[src/rtl/alu_nibble_sequencer.sv]
`default_nettype none
// ============================================================================
// Module   : alu_nibble_sequencer
// Brief    : Feeds word-wide operands to a 4-bit adder one nibble per cycle,
//            chaining the carry and assembling the result plus status flags.
//            Macro ALU_SEQ_SUB_EN enables subtract (in_op=1 -> A - B).
// Revision : 1.0 - initial release
// ============================================================================
module alu_nibble_sequencer #(
    parameter int NIBBLES = 4
) (
    input  logic                 clk,
    input  logic                 rst_n,
    input  logic                 in_valid,
    output logic                 in_ready,
    input  logic [4*NIBBLES-1:0] in_a,
    input  logic [4*NIBBLES-1:0] in_b,
    input  logic                 in_op,
    output logic [3:0]           add_a,
    output logic [3:0]           add_b,
    output logic                 add_cin,
    input  logic [3:0]           add_result,
    input  logic                 add_cout,
    output logic                 out_valid,
    input  logic                 out_ready,
    output logic [4*NIBBLES-1:0] out_result,
    output logic                 out_carry,
    output logic                 out_zero,
    output logic                 out_neg,
    output logic                 out_ovf
);
    localparam int W     = 4 * NIBBLES;
    localparam int IDX_W = $clog2(NIBBLES);
    localparam logic [IDX_W-1:0] LAST_IDX = IDX_W'(NIBBLES - 1);

    typedef enum logic [1:0] {
        S_IDLE = 2'd0,
        S_RUN  = 2'd1,
        S_DONE = 2'd2
    } state_t;

    state_t           state_q;
    logic [W-1:0]     a_q;
    logic [W-1:0]     b_q;
    logic [W-1:0]     result_q;
    logic [IDX_W-1:0] idx_q;
    logic             carry_q;

    logic             w_sub;
    logic [W-1:0]     b_d;
    logic [IDX_W+1:0] w_bit_base;
    logic             w_run;

`ifdef ALU_SEQ_SUB_EN
    assign w_sub = in_op;
`else
    logic w_unused_op;
    assign w_unused_op = in_op;
    assign w_sub       = 1'b0;
`endif

    // Subtract is A + ~B + 1: the +1 comes from seeding the carry register.
    assign b_d        = in_b ^ {W{w_sub}};
    assign w_bit_base = {idx_q, 2'b00};
    assign w_run      = (state_q == S_RUN);

    always_ff @(posedge clk or negedge rst_n) begin
        if (!rst_n) begin
            state_q  <= S_IDLE;
            a_q      <= '0;
            b_q      <= '0;
            result_q <= '0;
            idx_q    <= '0;
            carry_q  <= 1'b0;
        end else begin
            case (state_q)
                S_IDLE: begin
                    if (in_valid) begin
                        a_q     <= in_a;
                        b_q     <= b_d;
                        idx_q   <= '0;
                        carry_q <= w_sub;
                        state_q <= S_RUN;
                    end
                end
                S_RUN: begin
                    result_q[w_bit_base +: 4] <= add_result;
                    carry_q                   <= add_cout;
                    idx_q                     <= idx_q + 1'b1;
                    if (idx_q == LAST_IDX) begin
                        state_q <= S_DONE;
                    end
                end
                S_DONE: begin
                    if (out_ready) begin
                        state_q <= S_IDLE;
                    end
                end
                default: state_q <= S_IDLE;
            endcase
        end
    end

    assign in_ready  = (state_q == S_IDLE);
    assign out_valid = (state_q == S_DONE);

    assign add_a   = w_run ? a_q[w_bit_base +: 4] : 4'h0;
    assign add_b   = w_run ? b_q[w_bit_base +: 4] : 4'h0;
    assign add_cin = w_run & carry_q;

    // Result and flags are masked outside DONE so an aborted or in-flight
    // transaction never shows partial data.
    assign out_result = out_valid ? result_q : '0;
    assign out_carry  = out_valid & carry_q;
    assign out_zero   = out_valid & (result_q == '0);
    assign out_neg    = out_valid & result_q[W-1];
    assign out_ovf    = out_valid & (a_q[W-1] == b_q[W-1]) & (result_q[W-1] != a_q[W-1]);

endmodule
`default_nettype wire

[config.mk]
export PLATFORM = sky130hd
export DESIGN_NAME = alu_nibble_sequencer
export DESIGN_NICKNAME = d
export VERILOG_FILES = /design/src/rtl/alu_nibble_sequencer.sv
export SDC_FILE = /design/constraint.sdc
export NUM_CORES = 1
export LEC_CHECK = 0
export CAP_MARGIN = 15
export CELL_PAD_IN_SITES_DETAIL_PLACEMENT = 0
export CELL_PAD_IN_SITES_GLOBAL_PLACEMENT = 2
export CORE_ASPECT_RATIO = 1.25
export CORE_MARGIN = 2
export CORE_UTILIZATION = 35
export CTS_BUF_LIST = sky130_fd_sc_hd__clkbuf_2
export CTS_CLUSTER_SIZE = 25
export DETAILED_ROUTE_END_ITERATION = 12
export HOLD_SLACK_MARGIN = 0.12
export PLACE_DENSITY = 0.88
export SETUP_SLACK_MARGIN = 0.3
export SLEW_MARGIN = 20
export SYNTH_ARGS = -nofsm -noshare
export SYNTH_HDL_FRONTEND = slang
export SYNTH_SLANG_ARGS = --single-unit
[constraint.sdc]
create_clock -name clk -period 2.7 [get_ports clk]
set_input_delay 0.27 -clock clk [delete_from_list [all_inputs] [get_ports clk]]
set_output_delay 0.27 -clock clk [all_outputs]
set_load 0.03 [all_outputs]
==> impl_metrics.toml <==
[worst_setup_path]
crit_chain = "clkbuf_4 > mux4_2 > nor2b_1 > clkdlybuf4s15_2"
cpPeakStageDelay_ps = 490
arrival_ps = 2000
cp-end-kind = "output port"
ff2ff_setup_slack_ps = 600
reg2reg_depth = 7
r2r-end = "result_q[2]$_DFFE_PN0P_"
worstSetupPathType = "flop to output port"
critical_path_peak_fanout = 5
reg2reg_from = "idx_q[0]$_DFFE_PN0P_"
slowest_stage = "mux4_2"
startpoint_type = "flop"
cp_data_required_time_ps = 2430

[layout]
post-route-util_pct = 46.8
antenna_cells = 0
drive_gt1_share_pct = 26.8
stdcell_count = 364
layout_common_cells = "50 x dfrtp_1, 40 x clkdlybuf4s50_1, 31 x mux2_2"
layout.nets = 318
areaGrowthSynthToFinish_pct = 31.1
final_common_cell = "dfrtp_1"

[cts]
cts_buffers = 5
cts_root_buf = "clkbuf_2"
clk_latency_ps = 450
cts_buffer_depth = 2
clock-sinks = 53
tritoncts = "yes"
path_clk_slew_ps = 270
htreeDepth = 2

[logic_synthesis]
synth_top_area_share_pct = 51.1
synthAdderAreaFrac_pct = 2.41
ys_seq_area_share_pct = 51.1
async_flop_share_pct = 100
netlist_top_cells_area = "dfrtp_1 51%, mux2_2 13%, mux4_2 6.9%"
synth-edff-count = 0
avgSynthCellArea_um2 = 13.4
synth_cell_types = 31
synth_cells = 194
synth_fp_nets = 241
mappedNetlistArea_um2 = 2600
synthSimpleGateAreaFrac_pct = 14.2
synth-seq-cells = 53
synth.area.mux_share_pct = 21.2
synth_xor_area_share_pct = 0
synth_warnings = 0
synth_top_cell_by_area = "dfrtp_1"
synth-main-ff-cell = "dfrtp_1"
synth-compound-area-share_pct = 6.41
synth_top_family_by_area = "multiplexers"

[route]
routed_wl_um = 5470
first_pass_iters = 4
avgViaCountPerCell = 4.86
route.antenna.remaining_nets = 0
vias = 1769
drc = 0
wl_per_cell_um = 15.0
drtIter0Drc = 109

[timing]
skew_ps = 17.9
hold_viol_final = 0
max_freq_mhz = 441
setup_viol = 0
tightest_slew_ps = 448
drv_slew = 0
min_period_ps = 2270
rsz0062_at_grt = "false"
fin_tns_setup_ps = 0
slew_headroom_pct = 70.1
min_period_over_period_pct = 84.0

[placed_design]
gp_congestion = 0.771
port-buffer-count = 71
detailedPlacementHpwl_um = 4020
dp_cells = 352

[flow_run]
maxCapViolations = 0

[floorplan]
core_area_um2 = 7270
io_pins = 73
start_util_pct = 35.7
std_cell_rows = 35
die_h_um = 100
dieWidth_um = 81.0
die-area_um2 = 8130

[power]
sequentialPowerShare_pct = 40.2
peakVddDrop_uv = 507
p_int_mw = 2.24
p_leak_nw = 1.56
clkPwrFrac_pct = 8.5
sw_frac_of_total_pct = 39.8
combPwrFrac_pct = 51.3
cellPowerDensity_nw_per_um2 = 1090
power.switching_mw = 1.48

[global_routing]
grt_pass1_wl_um = 8890
grt_max_degree = 36
grt_pass1_vias = 1777
antenna_found_initial = 0
grtUsageTotal_pct = 14.3
overflow = 0

[outcome]
outcome = "completed"

[worst_hold_path]
hp-class = "input pin to asynchronous set/reset pin"
## cells by family (layout without fill, tap and decap cells)
family	count (synthesis)	in the layout
and+or+nand+nor	56	56
muxes	41	41
DFF	53	53
AOI/OAI and AO/OA	21	21
buffers and inverters	18	96
adders and majority gates	5	5
## what timing repair did
action,CTS,global route
cloned,0,0
endpoints found under the hold margin,53,0
resized for setup,39,18
hold buffers,1,0
setup endpoints to repair,30,11
setup buffers,2,1
## worst max path at each step
stage | startpoint | end | slack (ps) | depth (start not counted)
6_report | idx_q[0]$_DFFE_PN0P_ | add_a[0] | 430 | 4
5_1_grt | result_q[2]$_DFFE_PN0P_ | out_zero | 300 | 4
4_1_cts | state_q[1]$_DFFE_PN0P_ | add_b[3] | 120 | 3
3_5_place_dp | idx_q[0]$_DFFE_PN0P_ | add_b[3] | 320 | 3
3_3_place_gp | idx_q[0]$_DFFE_PN0P_ | add_b[2] | 310 | 3
2_1_floorplan | idx_q[1]$_DFFE_PN0P_ | result_q[10]$_DFFE_PN0P_ | 890 | 6
## stage by stage
stage	power [mW]	hold slack, ps	worst slack (ps)	cell area, um^2
6_report	3.72	153	433	3400
3_3_place_gp	3.46	140	314	3370
2_1_floorplan	2.92	-25.6	886	2600
5_1_grt	4.01	133	301	3400
3_5_place_dp	3.50	138	318	3370
4_1_cts	3.77	149	121	3410
## Yosys cell counts (2+ instances only)
cell,instances
dfrtp_1,53
mux2_2,31
and2_1,16
a22o_1,14
mux4_2,8
nor2b_1,8
inv_1,7
buf_6,6
nand2_1,6
ha_1,5
nand3b_1,5
nor2_1,5
nand2b_1,4
nor4_1,4
buf_2,2
buf_4,2
nor3_1,2
o21ai_0,2
o22ai_1,2
## flip-flops by register name (all words and copies together), names as in the netlist
register,flops
a_q,16
b_q,16
result_q,16
idx_q,2
state_q,2
carry_q,1
## per-layer routing
metal	up-vias	GRT usage (%)	part of all wire, %
met5	-	0	0
met4	0	6.78	1.5
met3	8	2.43	5.3
met2	58	23.2	49
met1	854	18.6	44
li1	849	-	-
## layout make-up
type                    count  area [um^2]
clock buffers               5         25.0
clock inverters             3         17.5
fillers                   728         3860
inverters                   7         26.3
multi-input cells         123         1150
flip-flops and latches     53         1330
well taps                  92          115
repair buffers             81          733
## critical path, delay by kind of cell (launching register included)
family,cells,cell delay (ps)
buffers and inverters,2,460
flip-flops,1,470
multiplexers,1,490
AND/OR/NAND/NOR,1,140
## power by group through the flow
stage / clock, mW / combinational (mW) / sequential, mW
5_1_grt: 0.352 / 2.09 / 1.57
3_5_place_dp: 0 / 1.94 / 1.55
4_1_cts: 0.329 / 1.94 / 1.50
3_3_place_gp: 0 / 1.92 / 1.53
6_report: 0.314 / 1.91 / 1.50
2_1_floorplan: 0 / 1.56 / 1.36
Note: power is estimated with default switching activity, not from simulation.
